[config.mk]
export PLATFORM = sky130hd
export DESIGN_NAME = xdma_axil_csr_slave_flat
export DESIGN_NICKNAME = d
export VERILOG_FILES = /design/src/rtl/xdma_axil_csr_slave_if.sv /design/src/rtl/xdma_axil_csr_slave.sv /design/src/flat_wrapper.sv
export SDC_FILE = /design/constraint.sdc
export NUM_CORES = 1
export LEC_CHECK = 0
export BUFFER_PORTS_ARGS = -buffer_cell sky130_fd_sc_hd__buf_2
export CAP_MARGIN = 20
export CORE_MARGIN = 1
export CORE_UTILIZATION = 45
export DETAILED_ROUTE_END_ITERATION = 8
export GPL_TIMING_DRIVEN = 1
export PLACE_DENSITY = 0.7
export SLEW_MARGIN = 5
export SYNTH_ARGS = -nofsm -noshare
export SYNTH_HDL_FRONTEND = slang
export SYNTH_SLANG_ARGS = --single-unit
[constraint.sdc]
create_clock -name user_clk -period 5.87 [get_ports user_clk]
set_input_delay 0.8805 -clock user_clk [delete_from_list [all_inputs] [get_ports user_clk]]
set_output_delay 0.8805 -clock user_clk [all_outputs]
set_load 0.02 [all_outputs]
[src/rtl/xdma_axil_csr_slave_if.sv]
// AXI4-Lite bus bundle between a DMA core (master) and the CSR block (slave).
//
// Handshake rule on every channel: a beat transfers on a rising clock edge
// where VALID and READY are both high; once VALID is raised the sender holds
// VALID and its payload unchanged until that transfer, and READY may rise or
// fall freely without waiting for VALID.
interface xdma_axil_csr_slave_if #(
  parameter int ADDR_WIDTH = 32
);
  logic [ADDR_WIDTH-1:0] s_axil_awaddr;
  logic                  s_axil_awvalid;
  logic                  s_axil_awready;
  logic [31:0]           s_axil_wdata;
  logic [3:0]            s_axil_wstrb;
  logic                  s_axil_wvalid;
  logic                  s_axil_wready;
  logic [1:0]            s_axil_bresp;
  logic                  s_axil_bvalid;
  logic                  s_axil_bready;
  logic [ADDR_WIDTH-1:0] s_axil_araddr;
  logic                  s_axil_arvalid;
  logic                  s_axil_arready;
  logic [31:0]           s_axil_rdata;
  logic [1:0]            s_axil_rresp;
  logic                  s_axil_rvalid;
  logic                  s_axil_rready;

  modport slave (
    input  s_axil_awaddr, s_axil_awvalid,
    output s_axil_awready,
    input  s_axil_wdata, s_axil_wstrb, s_axil_wvalid,
    output s_axil_wready,
    output s_axil_bresp, s_axil_bvalid,
    input  s_axil_bready,
    input  s_axil_araddr, s_axil_arvalid,
    output s_axil_arready,
    output s_axil_rdata, s_axil_rresp, s_axil_rvalid,
    input  s_axil_rready
  );

  modport master (
    output s_axil_awaddr, s_axil_awvalid,
    input  s_axil_awready,
    output s_axil_wdata, s_axil_wstrb, s_axil_wvalid,
    input  s_axil_wready,
    input  s_axil_bresp, s_axil_bvalid,
    output s_axil_bready,
    output s_axil_araddr, s_axil_arvalid,
    input  s_axil_arready,
    input  s_axil_rdata, s_axil_rresp, s_axil_rvalid,
    output s_axil_rready
  );
endinterface

[src/rtl/xdma_axil_csr_slave.sv]
// AXI4-Lite control/status register slave for the XDMA user side.
// Registers: ID, SCRATCH, CTRL (irq_en), STATUS (W1C, set-over-clear),
// TRIGGER (software event), CYCLES (free-running). Offsets 0x18/0x1C are
// unmapped and answer SLVERR. A three-state machine drives usr_irq_req.
module xdma_axil_csr_slave #(
  parameter logic [31:0] ID_VALUE   = 32'h5844_4D41,
  parameter int          ADDR_WIDTH = 32
) (
  input  logic                   user_clk,
  input  logic                   user_reset,
  xdma_axil_csr_slave_if.slave   s_axil,
  output logic                   usr_irq_req,
  input  logic                   usr_irq_ack,
  input  logic                   irq_event,
  output logic                   dbg_w_state,
  output logic                   dbg_r_state,
  output logic [1:0]             dbg_irq_state
);

  typedef enum logic {
    W_IDLE = 1'b0,
    W_RESP = 1'b1
  } w_state_e;

  typedef enum logic {
    R_IDLE = 1'b0,
    R_DATA = 1'b1
  } r_state_e;

  typedef enum logic [1:0] {
    IRQ_IDLE = 2'd0,
    IRQ_REQ  = 2'd1,
    IRQ_WAIT = 2'd2
  } irq_state_e;

  localparam logic [1:0] RESP_OKAY   = 2'b00;
  localparam logic [1:0] RESP_SLVERR = 2'b10;

  // Register indices decoded from address bits [4:2].
  localparam logic [2:0] IDX_ID      = 3'd0;
  localparam logic [2:0] IDX_SCRATCH = 3'd1;
  localparam logic [2:0] IDX_CTRL    = 3'd2;
  localparam logic [2:0] IDX_STATUS  = 3'd3;
  localparam logic [2:0] IDX_TRIGGER = 3'd4;
  localparam logic [2:0] IDX_CYCLES  = 3'd5;

  // State and register flops.
  logic       rdy_en_q, rdy_en_d;
  w_state_e   w_state_q, w_state_d;
  logic       aw_held_q, aw_held_d;
  logic       w_held_q, w_held_d;
  logic [2:0] aw_idx_q, aw_idx_d;
  logic [31:0] wdata_q, wdata_d;
  logic [3:0] wstrb_q, wstrb_d;
  logic       bvalid_q, bvalid_d;
  logic [1:0] bresp_q, bresp_d;
  r_state_e   r_state_q, r_state_d;
  logic       rvalid_q, rvalid_d;
  logic [31:0] rdata_q, rdata_d;
  logic [1:0] rresp_q, rresp_d;
  logic [31:0] scratch_q, scratch_d;
  logic       irq_en_q, irq_en_d;
  logic [1:0] status_q, status_d;
  logic [31:0] cycles_q, cycles_d;
  irq_state_e irq_state_q, irq_state_d;

  // Combinational helpers.
  logic [ADDR_WIDTH-1:0] awaddr;
  logic [ADDR_WIDTH-1:0] araddr;
  logic        unused_addr_bits;
  logic        aw_fire, w_fire, ar_fire;
  logic        do_write;
  logic [2:0]  wr_idx;
  logic [31:0] wr_data;
  logic [3:0]  wr_strb;
  logic        wr_unmapped;
  logic [1:0]  status_clr, status_set;
  logic [2:0]  rd_idx;
  logic [31:0] rd_mux;
  logic        rd_err;

  assign awaddr = s_axil.s_axil_awaddr;
  assign araddr = s_axil.s_axil_araddr;
  // Only bits [4:2] select a register; the rest of the address is ignored.
  assign unused_addr_bits = ^{awaddr[ADDR_WIDTH-1:5], awaddr[1:0],
                              araddr[ADDR_WIDTH-1:5], araddr[1:0]};

  // Ready lines stay low through reset and the first edge after it.
  assign s_axil.s_axil_awready = rdy_en_q && (w_state_q == W_IDLE) && !aw_held_q;
  assign s_axil.s_axil_wready  = rdy_en_q && (w_state_q == W_IDLE) && !w_held_q;
  assign s_axil.s_axil_arready = rdy_en_q && (r_state_q == R_IDLE);
  assign s_axil.s_axil_bvalid  = bvalid_q;
  assign s_axil.s_axil_bresp   = bresp_q;
  assign s_axil.s_axil_rvalid  = rvalid_q;
  assign s_axil.s_axil_rdata   = rdata_q;
  assign s_axil.s_axil_rresp   = rresp_q;

  assign aw_fire = s_axil.s_axil_awvalid && s_axil.s_axil_awready;
  assign w_fire  = s_axil.s_axil_wvalid && s_axil.s_axil_wready;
  assign ar_fire = s_axil.s_axil_arvalid && s_axil.s_axil_arready;

  // A beat captured in an earlier cycle wins over the live bus value.
  assign wr_idx      = aw_held_q ? aw_idx_q : awaddr[4:2];
  assign wr_data     = w_held_q ? wdata_q : s_axil.s_axil_wdata;
  assign wr_strb     = w_held_q ? wstrb_q : s_axil.s_axil_wstrb;
  assign wr_unmapped = (wr_idx[2:1] == 2'b11);
  assign do_write    = (w_state_q == W_IDLE) && (aw_held_q || aw_fire) && (w_held_q || w_fire);

  assign rd_idx = araddr[4:2];

  assign usr_irq_req   = (irq_state_q == IRQ_REQ);
  assign dbg_w_state   = w_state_q;
  assign dbg_r_state   = r_state_q;
  assign dbg_irq_state = irq_state_q;

  // Write channel FSM: collect AW and W in any order, then hold the response.
  always_comb begin
    w_state_d = w_state_q;
    aw_held_d = aw_held_q;
    w_held_d  = w_held_q;
    aw_idx_d  = aw_idx_q;
    wdata_d   = wdata_q;
    wstrb_d   = wstrb_q;
    bvalid_d  = bvalid_q;
    bresp_d   = bresp_q;
    case (w_state_q)
      W_IDLE: begin
        if (aw_fire) begin
          aw_held_d = 1'b1;
          aw_idx_d  = awaddr[4:2];
        end
        if (w_fire) begin
          w_held_d = 1'b1;
          wdata_d  = s_axil.s_axil_wdata;
          wstrb_d  = s_axil.s_axil_wstrb;
        end
        if (do_write) begin
          aw_held_d = 1'b0;
          w_held_d  = 1'b0;
          bvalid_d  = 1'b1;
          bresp_d   = wr_unmapped ? RESP_SLVERR : RESP_OKAY;
          w_state_d = W_RESP;
        end
      end
      W_RESP: begin
        if (s_axil.s_axil_bready) begin
          bvalid_d  = 1'b0;
          w_state_d = W_IDLE;
        end
      end
      default: w_state_d = W_IDLE;
    endcase
  end

  // Register file update; hardware/trigger sets override a W1C on the same bit.
  always_comb begin
    scratch_d  = scratch_q;
    irq_en_d   = irq_en_q;
    status_clr = 2'b00;
    status_set = {irq_event, 1'b0};
    cycles_d   = cycles_q + 32'd1;
    if (do_write) begin
      case (wr_idx)
        IDX_SCRATCH: begin
          for (int b = 0; b < 4; b++) begin
            if (wr_strb[b]) scratch_d[8*b +: 8] = wr_data[8*b +: 8];
          end
        end
        IDX_CTRL: begin
          if (wr_strb[0]) irq_en_d = wr_data[0];
        end
        IDX_STATUS: begin
          if (wr_strb[0]) status_clr = wr_data[1:0];
        end
        IDX_TRIGGER: begin
          if (wr_strb[0] && wr_data[0]) status_set[0] = 1'b1;
        end
        default: ;
      endcase
    end
    status_d = (status_q & ~status_clr) | status_set;
  end

  // Read data selection for the register addressed on AR.
  always_comb begin
    rd_mux = 32'd0;
    rd_err = 1'b0;
    case (rd_idx)
      IDX_ID:      rd_mux = ID_VALUE;
      IDX_SCRATCH: rd_mux = scratch_q;
      IDX_CTRL:    rd_mux = {31'd0, irq_en_q};
      IDX_STATUS:  rd_mux = {30'd0, status_q};
      IDX_TRIGGER: rd_mux = 32'd0;
      IDX_CYCLES:  rd_mux = cycles_q;
      default:     rd_err = 1'b1;
    endcase
  end

  // Read channel FSM: register the response one cycle after AR, hold until taken.
  always_comb begin
    r_state_d = r_state_q;
    rvalid_d  = rvalid_q;
    rdata_d   = rdata_q;
    rresp_d   = rresp_q;
    case (r_state_q)
      R_IDLE: begin
        if (ar_fire) begin
          rvalid_d  = 1'b1;
          rdata_d   = rd_mux;
          rresp_d   = rd_err ? RESP_SLVERR : RESP_OKAY;
          r_state_d = R_DATA;
        end
      end
      R_DATA: begin
        if (s_axil.s_axil_rready) begin
          rvalid_d  = 1'b0;
          r_state_d = R_IDLE;
        end
      end
      default: r_state_d = R_IDLE;
    endcase
  end

  // Interrupt FSM: a raised request is only withdrawn by an ack.
  always_comb begin
    irq_state_d = irq_state_q;
    case (irq_state_q)
      IRQ_IDLE: if (irq_en_q && (status_q != 2'b00)) irq_state_d = IRQ_REQ;
      IRQ_REQ:  if (usr_irq_ack) irq_state_d = IRQ_WAIT;
      IRQ_WAIT: if ((status_q == 2'b00) || !irq_en_q) irq_state_d = IRQ_IDLE;
      default:  irq_state_d = IRQ_IDLE;
    endcase
  end

  assign rdy_en_d = 1'b1;

  // All state and registers, cleared asynchronously by user_reset.
  always_ff @(posedge user_clk or posedge user_reset) begin
    if (user_reset) begin
      rdy_en_q    <= 1'b0;
      w_state_q   <= W_IDLE;
      aw_held_q   <= 1'b0;
      w_held_q    <= 1'b0;
      aw_idx_q    <= 3'd0;
      wdata_q     <= 32'd0;
      wstrb_q     <= 4'd0;
      bvalid_q    <= 1'b0;
      bresp_q     <= 2'b00;
      r_state_q   <= R_IDLE;
      rvalid_q    <= 1'b0;
      rdata_q     <= 32'd0;
      rresp_q     <= 2'b00;
      scratch_q   <= 32'd0;
      irq_en_q    <= 1'b0;
      status_q    <= 2'b00;
      cycles_q    <= 32'd0;
      irq_state_q <= IRQ_IDLE;
    end else begin
      rdy_en_q    <= rdy_en_d;
      w_state_q   <= w_state_d;
      aw_held_q   <= aw_held_d;
      w_held_q    <= w_held_d;
      aw_idx_q    <= aw_idx_d;
      wdata_q     <= wdata_d;
      wstrb_q     <= wstrb_d;
      bvalid_q    <= bvalid_d;
      bresp_q     <= bresp_d;
      r_state_q   <= r_state_d;
      rvalid_q    <= rvalid_d;
      rdata_q     <= rdata_d;
      rresp_q     <= rresp_d;
      scratch_q   <= scratch_d;
      irq_en_q    <= irq_en_d;
      status_q    <= status_d;
      cycles_q    <= cycles_d;
      irq_state_q <= irq_state_d;
    end
  end

endmodule

[src/flat_wrapper.sv]
// flat-port wrapper written by rule: the top's interface ports become plain ports
module xdma_axil_csr_slave_flat 
#(
  parameter logic [31:0] ID_VALUE   = 32'h5844_4D41,
  parameter int          ADDR_WIDTH = 32
)
  (user_clk, user_reset, usr_irq_req, usr_irq_ack, irq_event, dbg_w_state, dbg_r_state, dbg_irq_state, s_axil_s_axil_awaddr, s_axil_s_axil_awvalid, s_axil_s_axil_awready, s_axil_s_axil_wdata, s_axil_s_axil_wstrb, s_axil_s_axil_wvalid, s_axil_s_axil_wready, s_axil_s_axil_bresp, s_axil_s_axil_bvalid, s_axil_s_axil_bready, s_axil_s_axil_araddr, s_axil_s_axil_arvalid, s_axil_s_axil_arready, s_axil_s_axil_rdata, s_axil_s_axil_rresp, s_axil_s_axil_rvalid, s_axil_s_axil_rready);
  xdma_axil_csr_slave_if #(.ADDR_WIDTH(ADDR_WIDTH)) s_axil_i ();
  input  logic user_clk;
  input  logic user_reset;
  output logic usr_irq_req;
  input  logic usr_irq_ack;
  input  logic irq_event;
  output logic dbg_w_state;
  output logic dbg_r_state;
  output logic [1:0] dbg_irq_state;
  input wire logic [$bits(s_axil_i.s_axil_awaddr)-1:0] s_axil_s_axil_awaddr;
  input wire logic [$bits(s_axil_i.s_axil_awvalid)-1:0] s_axil_s_axil_awvalid;
  output wire logic [$bits(s_axil_i.s_axil_awready)-1:0] s_axil_s_axil_awready;
  input wire logic [$bits(s_axil_i.s_axil_wdata)-1:0] s_axil_s_axil_wdata;
  input wire logic [$bits(s_axil_i.s_axil_wstrb)-1:0] s_axil_s_axil_wstrb;
  input wire logic [$bits(s_axil_i.s_axil_wvalid)-1:0] s_axil_s_axil_wvalid;
  output wire logic [$bits(s_axil_i.s_axil_wready)-1:0] s_axil_s_axil_wready;
  output wire logic [$bits(s_axil_i.s_axil_bresp)-1:0] s_axil_s_axil_bresp;
  output wire logic [$bits(s_axil_i.s_axil_bvalid)-1:0] s_axil_s_axil_bvalid;
  input wire logic [$bits(s_axil_i.s_axil_bready)-1:0] s_axil_s_axil_bready;
  input wire logic [$bits(s_axil_i.s_axil_araddr)-1:0] s_axil_s_axil_araddr;
  input wire logic [$bits(s_axil_i.s_axil_arvalid)-1:0] s_axil_s_axil_arvalid;
  output wire logic [$bits(s_axil_i.s_axil_arready)-1:0] s_axil_s_axil_arready;
  output wire logic [$bits(s_axil_i.s_axil_rdata)-1:0] s_axil_s_axil_rdata;
  output wire logic [$bits(s_axil_i.s_axil_rresp)-1:0] s_axil_s_axil_rresp;
  output wire logic [$bits(s_axil_i.s_axil_rvalid)-1:0] s_axil_s_axil_rvalid;
  input wire logic [$bits(s_axil_i.s_axil_rready)-1:0] s_axil_s_axil_rready;
  assign s_axil_i.s_axil_awaddr = s_axil_s_axil_awaddr;
  assign s_axil_i.s_axil_awvalid = s_axil_s_axil_awvalid;
  assign s_axil_s_axil_awready = s_axil_i.s_axil_awready;
  assign s_axil_i.s_axil_wdata = s_axil_s_axil_wdata;
  assign s_axil_i.s_axil_wstrb = s_axil_s_axil_wstrb;
  assign s_axil_i.s_axil_wvalid = s_axil_s_axil_wvalid;
  assign s_axil_s_axil_wready = s_axil_i.s_axil_wready;
  assign s_axil_s_axil_bresp = s_axil_i.s_axil_bresp;
  assign s_axil_s_axil_bvalid = s_axil_i.s_axil_bvalid;
  assign s_axil_i.s_axil_bready = s_axil_s_axil_bready;
  assign s_axil_i.s_axil_araddr = s_axil_s_axil_araddr;
  assign s_axil_i.s_axil_arvalid = s_axil_s_axil_arvalid;
  assign s_axil_s_axil_arready = s_axil_i.s_axil_arready;
  assign s_axil_s_axil_rdata = s_axil_i.s_axil_rdata;
  assign s_axil_s_axil_rresp = s_axil_i.s_axil_rresp;
  assign s_axil_s_axil_rvalid = s_axil_i.s_axil_rvalid;
  assign s_axil_i.s_axil_rready = s_axil_s_axil_rready;
  xdma_axil_csr_slave #(.ID_VALUE(ID_VALUE), .ADDR_WIDTH(ADDR_WIDTH)) u_core (.user_clk(user_clk), .user_reset(user_reset), .s_axil(s_axil_i), .usr_irq_req(usr_irq_req), .usr_irq_ack(usr_irq_ack), .irq_event(irq_event), .dbg_w_state(dbg_w_state), .dbg_r_state(dbg_r_state), .dbg_irq_state(dbg_irq_state));
endmodule
* Yosys cells after proc, flatten, opt, wreduce, memory -nomap -nowiden *
Index checks and enable logic that the tools add are counted.

storage, ports and cells
  logic and storage cells = 116
  register bits after elaboration = 151

cells by class
  multiplexer cells = 32
  eq/ne operators = 19
  reduce and logical (&&, ||, !) cells = 38
  add/subtract/negate cells = 1
  bitwise gates (word level) = 5

operators by type and width
  operator               number
  $pmux 32 s5            1
  $add 32x1->32 const B  1
  $mux 32                1
  $reduce_and 3->1       6
  $mux 2                 8
  $reduce_and 2->1       8
  $mux 1                 15
  $eq 3x2->1 const B     4
  $logic_and 1x1->1      11
  $ne 2x1->1 const B     5
  $eq 3x3->1 const B     3
  $pmux 1 s2             4
  $eq 3x1->1 const B     2
  $pmux 2 s3             1
  $reduce_bool 2->1      3
  $reduce_or 6->1        1
  $eq 2x2->1 const B     2
  $logic_not 2->1        2
  $mux 4                 1
  $ne 2x2->1 const B     2
  $logic_not 1->1        3
  $logic_not 3->1        1
  $logic_or 1x1->1       3
  $mux 3                 1
  other kinds (5)        6

* Depth between registers and ports, before layout *
Gate-level depths: netlist of run 1.

  depth in word-level cells = 11
  gate-level depth with buffers = 7

* Worst setup path before layout of run 1 *
No wires, ideal clock.

  kind = register to output
  start point = reg u_core.w_held_q
  end point = out s_axil_s_axil_wready
  stages on the path, launching flop included = 5
  setup slack = 3.776 ns
  data arrival time = 1.213 ns
  required time = 4.990 ns
  cell sequence = dfrtp_1 > buf_2 > buf_6 > clkbuf_1 > nor2_1

on the way
  longest elaborated chain between the ends = 2

RTL lines
  what                    RTL line                    source
  from (decl)             xdma_axil_csr_slave.sv:51   logic w_held_q, w_held_d;
  from (signal assigned)  xdma_axil_csr_slave.sv:262  w_held_q <= w_held_d;
  $logic_not 1->1         xdma_axil_csr_slave.sv:90   assign s_axil.s_axil_wready = rdy_en_q && (w_state_q == W_IDLE) && !w_held_q;
  $logic_and 1x1->1       xdma_axil_csr_slave.sv:90
  to (decl)               flat_wrapper.sv:23          output wire logic [$bits(s_axil_i.s_axil_wready)-1:0] s_axil_s_axil_wready;

No other way between the ends.

* Worst setup path after layout of run 1 *
  start point = reg u_core.w_state_q (netlist: u_core.dbg_w_state)
  end point = out s_axil_s_axil_awready

on the way
  longest elaborated chain between the ends = 3

RTL lines
  what                             RTL line                    source
  from (decl)                      xdma_axil_csr_slave.sv:49   w_state_e w_state_q, w_state_d;
  from (signal assigned)           xdma_axil_csr_slave.sv:260  w_state_q <= w_state_d;
  $not 1->1 (no line)              -
  $logic_and 1x1->1 (2 in series)  xdma_axil_csr_slave.sv:89   assign s_axil.s_axil_awready = rdy_en_q && (w_state_q == W_IDLE) && !aw_held_q;
  to (decl)                        flat_wrapper.sv:19          output wire logic [$bits(s_axil_i.s_axil_awready)-1:0] s_axil_s_axil_awready;

No other way between the ends.

==> metrics.md, run 1 <==
| Metric | Value |
|---|---|
| First DRT Iteration DRCs | 251 |
| Post-route clock skew | just over 6 ps |
| Highest attainable clock frequency | 0.4195 GHz |
| Commonest register cell after synthesis | dfrtp_1 |
| Total Routing Usage GR | 19.44% |
| GPL Wtd Cong | 0.8180 |
| Total power density per cell area | between 400 and 500 nW/um^2 |
| Number of search-and-repair iterations in the first detailed-routing pass | 5 |
| CTS Hold Bufs | 0 |
| Final ANT Viol Nets | 0 |
| CTS H-tree lvls | 4 |
| Kind of start point of the critical path | register |
| Number of buffers added by the clock tree synthesis step | 17 |
| DPL Wire Length | about 9600 um |
| First-pass GRT wire length | ~22000 um |
| Area growth from synthesis to layout | 17.62% |
| Data arrival time at the worst-slack endpoint | roughly 1500 ps |
| Number of synthesized flops with an enable pin | 0 |
| Req. time, crit path | approximately 5000 ps |
| Part of the cycle the worst path needs | 40.61% |
| Die width | 123.8 um |
| CTS tree | done |
| Result of the run | completed |
| Most common cell after layout, fill and taps aside | dfrtp_1 |
| Worst Path Buf+Inv | 1 |
| Count of buffers added by post-CTS timing repair for setup | 0 |
| Number of nets at the end of the flow | 792 |
| Category of the most critical setup path | reg2out |
| Final critical-path required period | 2384 ps |
| Leakage power | 3.606 nW |
| Diode count | 0 |
| Worst min path class | reg2reg |
| CTS Root Cell | clkbuf_16 |
| Aggregate routed wire length | between 10000 and 15000 um |
| Leftover overflow at the end of global routing | 0 |
| Number of antenna violations at the first check in global routing | 0 |
| Vias/cell | around 5.2 |
| Detailed-route via count | roughly 4600 |
| Worst slew margin | between 30% and 40% |
| Die footprint | between 15000 and 20000 sq um |
| Fraction of final layout cells sized beyond drive strength 1 | ~30% |
| Peak per-stage delay on the critical path | 510 ps |
| Cells resized by post-CTS repair | 0 |
| Commonest cells after routing, fill and taps aside | dfrtp_1 (148), buf_2 (94), nand2_1 (92) |
| Setup repair after global routing missed its margin | no |
| Wire per inst | 15.64 um |
| Clock transition at the registers of the reported paths | ~60 ps |
| Total core area | 14480 sq um |
| Number of top-level pins | 155 |
| Async SR Flop Fraction | 100.0% |
| Final instance area | 7850 sq um |
| Number of pins exceeding their max-slew limit in the final report | 0 |
| Category of the worst setup path capture point | output pin |
| VDD IR max | between 0.2 and 0.25 mV |
| CTS max path bufs | 2 |
| Site Rows | between 40 and 50 |
| Setup total negative slack | 0 ps |
| Category of cells accounting for the largest share of critical-path delay | flip-flops |
| Port buffer count | between 90 and 100 |
| Setup-failing EPs final | 0 |
| Vias in the first global route | around 4500 |
| Count of fill cells added during filler insertion | between 1000 and 1500 |
| Starting Density | a little under half |
| Cell Chain, Critical Path | or2b_1 > nor2_1 > buf_2 |
| Distinct cell type count of the synthesized netlist | 47 |
| Clock latency of the later-clocked register in the worst-skew pair | 420 ps |
| Die Ht | ~120 um |
| Drc violations | 0 |
| Cells after synthesis | 596 |
| Yosys warnings | 0 |
| Total of flip-flops plus latches after synthesis | 149 |
| Final Hold Vio Count | 0 |
| Sequential fraction of the synthesis area | 55.87% |
| Pin count of the biggest net entering global routing | 104 |
| Post-Place Cell Area | 7218 sq um |
| Least-Margin Pin Slew | around 900 ps |
| Crit-path slowest cell | dfrtp_1 |
| Critical-path maximum fanout | 9 |
| Post-Synthesis Mean Instance Area | 11.20 sq um |
| Clock sink total | between 100 and 150 |
| Syn Std Cell Area | 6674 sq um |
| Max-cap check violation count | 0 |
-- stage by stage --
stage               util [%]  hold slack (ps)  instances  power (mW)  setup WS, ps
finish                 54.22            468.9        877       3.415          3486
global route           54.22            486.4        877       3.595          3408
CTS                    54.08            473.7        876       3.430          3088
detailed placement     49.85            460.8        846       2.304          3092
global placement       49.85            453.1        846       2.259          3145
floorplan                  -            443.2        597       2.103         981.5
-- report_power, final --
part	internal, mW	switching [mW]
clock	0.725	0.397
sequential	1.30	0.189
combinational	0.388	0.414
total	2.42	1.00
-- flip-flops by register name (all words and copies together) (netlist names), 2 cells and up --
name	flops
u_core.s_axil.s_axil_rdata	32
u_core.wdata_q	32
u_core.status_q	2
u_core.dbg_irq_state	2
u_core.scratch_q	32
u_core.aw_idx_q	3
u_core.wstrb_q	4
u_core.cycles_q	32
-- Yosys cell counts (all sizes together) (2+ instances only) --
master | count | area share (%)
a21o | 3 | 0.34
a21oi | 25 | 1.9
a22oi | 20 | 2.2
and2 | 3 | 0.28
and3 | 8 | 0.79
and4 | 2 | 0.26
buf | 19 | 2.2
clkbuf | 15 | 0.84
conb | 2 | 0.11
dfrtp | 149 | 56
inv | 16 | 0.90
mux2 | 51 | 8.6
mux2i | 32 | 4.8
nand2 | 92 | 5.2
nand2b | 3 | 0.28
nand3 | 17 | 1.3
nand4 | 12 | 1.6
nor2 | 11 | 0.77
nor2b | 2 | 0.19
nor3 | 3 | 0.56
nor3b | 2 | 0.22
o21ai | 68 | 5.4
o22ai | 2 | 0.28
xnor2 | 25 | 3.3
xor2 | 5 | 0.66
-- worst register-to-register path, stage by stage (launching register included) --
cell and delay, ps:
dfrtp_1 570, a21oi_2 90, nor3_4 430, nand4_2 490, mux2_2 420
-- area by class of cell --
cell class	instances	area, sq um	share of cell area [%]
Inverter	16	65.06	0.8288
Tap cell	184	230.2	2.933
Multi-Input combinational cell	398	2685	34.20
Timing Repair Buffer	100	528.0	6.726
Clock buffer	20	456.7	5.818
Clock inverter	10	155.1	1.976
Sequential cell	149	3730	47.51
-- worst paths after layout --
kind	cells past startpoint	end	start	slack, ps
setup / recovery	3	s_axil_s_axil_awready	u_core.dbg_w_state$_DFF_PP0_	3490
hold / removal	1	u_core.s_axil.s_axil_bvalid$_DFFE_PP0P_	u_core.s_axil.s_axil_bvalid$_DFFE_PP0P_	470
setup reg to reg	4	u_core.scratch_q[0]$_DFFE_PP0P_	u_core.aw_held_q$_DFFE_PP0P_	3760
hold reg to reg	1	u_core.s_axil.s_axil_bvalid$_DFFE_PP0P_	u_core.s_axil.s_axil_bvalid$_DFFE_PP0P_	470
max in group asynchronous	3	u_core.cycles_q[21]$_DFF_PP0_	user_reset	4060
min in group asynchronous	2	u_core.dbg_irq_state[0]$_DFFE_PP0P_	user_reset	670
-- routing by layer --
layer	global-route usage (%)	routed length [um]	vias to the layer above
li1	-	-	2230
met5	0	0	-
met1	26.53	6405	2210
met4	7.455	229	0
met2	29.83	6520	103
met3	4.853	562	20
-- kinds of logic after synthesis --
family	Yosys count	share of synthesized area, %
compound gates	122	10.72
xor+xnor	30	3.937
simple gates	159	11.81
other cells	2	0.1125
buf+inv	50	3.956
fa+ha+maj	1	0.1874
flops	149	55.87
mux	83	13.40
Note: power is estimated with default switching activity, not from simulation.
==> inputs of run 2 (changes only) <==
--- a/config.mk
+++ b/config.mk
@@ -11,7 +11,7 @@
 export CORE_UTILIZATION = 45
 export DETAILED_ROUTE_END_ITERATION = 8
 export GPL_TIMING_DRIVEN = 1
-export PLACE_DENSITY = 0.7
+export PLACE_DENSITY = 0.72
 export SLEW_MARGIN = 5
 export SYNTH_ARGS = -nofsm -noshare
 export SYNTH_HDL_FRONTEND = slang
==> constraint.sdc (replaced) <==
create_clock -name user_clk -period 2.1 [get_ports user_clk]
set_input_delay 0.315 -clock user_clk [delete_from_list [all_inputs] [get_ports user_clk]]
set_output_delay 0.315 -clock user_clk [all_outputs]
set_load 0.02 [all_outputs]
==> metrics.md, run 2 (synthesized netlist as in run 1, its figures left out) <==
| Metric | Value |
|---|---|
| Setup-failing EPs final | 0 |
| Wire per inst | 15.89 um |
| Site Rows | 44 |
| Setup total negative slack | 0 ps |
| Leakage power | ~3.6 nW |
| Number of search-and-repair iterations in the first detailed-routing pass | 5 |
| Clock transition at the registers of the reported paths | roughly 60 ps |
| Number of buffers added by the clock tree synthesis step | 17 |
| Number of top-level pins | 155 |
| Total Routing Usage GR | 19.89% |
| Post-route clock skew | 6.569 ps |
| Port buffer count | 94 |
| Total power density per cell area | 1189 nW/um^2 |
| Highest attainable clock frequency | 0.5304 GHz |
| Most common cell after layout, fill and taps aside | dfrtp_1 |
| Total power after layout | 9.438 mW |
| Req. time, crit path | 2410 ps |
| Cells resized by post-CTS repair | 0 |
| Number of pins exceeding their max-slew limit in the final report | 0 |
| Max-cap check violation count | 0 |
| VDD IR max | slightly below 0.6 mV |
| Worst slew margin | between 50% and 60% |
| Starting Density | 46.09% |
| Category of the most critical setup path | reg2reg |
| CTS tree | done |
| Setup repair after global routing missed its margin | no |
| Kind of start point of the critical path | register |
| Detailed-route via count | 4717 |
| Die width | 123.8 um |
| Final hold slack | between 90 and 100 ps |
| Cell Count, Final, Fillers Out | roughly 900 |
| Area growth from synthesis to layout | 18.94% |
| Vias/cell | 5.306 |
| Pin count of the biggest net entering global routing | between 40 and 50 |
| First DRT Iteration DRCs | roughly 300 |
| Final Hold Vio Count | 0 |
| Aggregate routed wire length | 14130 um |
| Clock latency of the later-clocked register in the worst-skew pair | 420 ps |
| Worst min path class | in2reg |
| DPL Wire Length | 10300 um |
| Cell Count Post-Placement | roughly 860 |
| Commonest cells after routing, fill and taps aside | dfrtp_1 (148), buf_2 (94), nand2_1 (92) |
| Number of antenna violations at the first check in global routing | 0 |
| First-pass GRT wire length | ~23000 um |
| Die footprint | 15320 sq um |
| Part of the cycle the worst path needs | 89.77% |
| CTS max path bufs | 2 |
| Final worst setup slack | approximately 210 ps |
| Utilization of the core after routing | between 50 and 60% |
| Clock sink total | 149 |
| Critical-path maximum fanout | 16 |
| Final instance area | 7938 sq um |
| Category of the worst setup path capture point | register |
| Fraction of final layout cells sized beyond drive strength 1 | 30.21% |
| Result of the run | completed |
| Final critical-path required period | 1885 ps |
| Total core area | 14480 sq um |
| Post-Place Cell Area | 7342 sq um |
| Final ANT Viol Nets | 0 |
| Leftover overflow at the end of global routing | 0 |
| Least-Margin Pin Slew | 654.5 ps |
| Vias in the first global route | 4636 |
| Die Ht | 123.8 um |
| Drc violations | 0 |
| Data arrival time at the worst-slack endpoint | 2200 ps |
| CTS H-tree lvls | 4 |
| Place WS | 260.4 ps |
| Diode count | 0 |
| GPL Wtd Cong | 0.8398 |
| CTS Root Cell | clkbuf_16 |
| Number of nets at the end of the flow | 802 |
[run 2: path summary, 6_finish.rpt]
path / depth (start not counted) / endpoint / startpoint / slack [ps]
max in group asynchronous: 4 / u_core.cycles_q[9]$_DFF_PP0_ / user_reset / 930
max: 4 / u_core.scratch_q[22]$_DFFE_PP0P_ / u_core.aw_held_q$_DFFE_PP0P_ / 210
max reg2reg: 4 / u_core.scratch_q[22]$_DFFE_PP0P_ / u_core.aw_held_q$_DFFE_PP0P_ / 210
min: 2 / u_core.dbg_r_state$_DFF_PP0_ / s_axil_s_axil_rready / 90
min reg2reg: 2 / u_core.s_axil.s_axil_rdata[18]$_DFFE_PP0P_ / u_core.s_axil.s_axil_rdata[18]$_DFFE_PP0P_ / 480
min in group asynchronous: 3 / u_core.s_axil.s_axil_rdata[5]$_DFFE_PP0P_ / user_reset / 530
[run 2: final cells by class]
class                   instances  area, sq um
clock buffers                  20        456.7
clock inverters                12        128.9
fillers                      1206         6541
inverters                      16        63.81
multi-input cells             398         2685
flip-flops and latches        149         3730
well taps                     184        230.2
repair buffers                110        643.1
[run 2: metal layers]
metal | vias to the layer above | wire length, um | GRT usage (%)
met5 | - | 0 | 0
met4 | 0 | 193 | 6.024
met3 | 16 | 697 | 5.311
met2 | 98 | 6982 | 32.33
met1 | 2345 | 6251 | 26.00
li1 | 2258 | - | -
[run 2: repair_timing]
| action | CTS | global route |
|---|---|---|
| endpoints found under the hold margin | 22 | 0 |
| hold buffers | 1 | 0 |
| buffers inserted | 0 | 0 |
[run 2: power by group]
part           total [mW]  internal [mW]  switching, mW  leakage [nW]
combinational        2.30           1.11           1.19          1.44
sequential           4.18           3.64          0.538          1.93
clock                2.96           1.81           1.16         0.270
total                9.44           6.55           2.88          3.64
[run 2: critical path, stage by stage, from the launching register on]
cell      delay, ps
dfrtp_1         510
nand2b_1        250
o22ai_2         270
nand4_2         390
o21ai_0         350
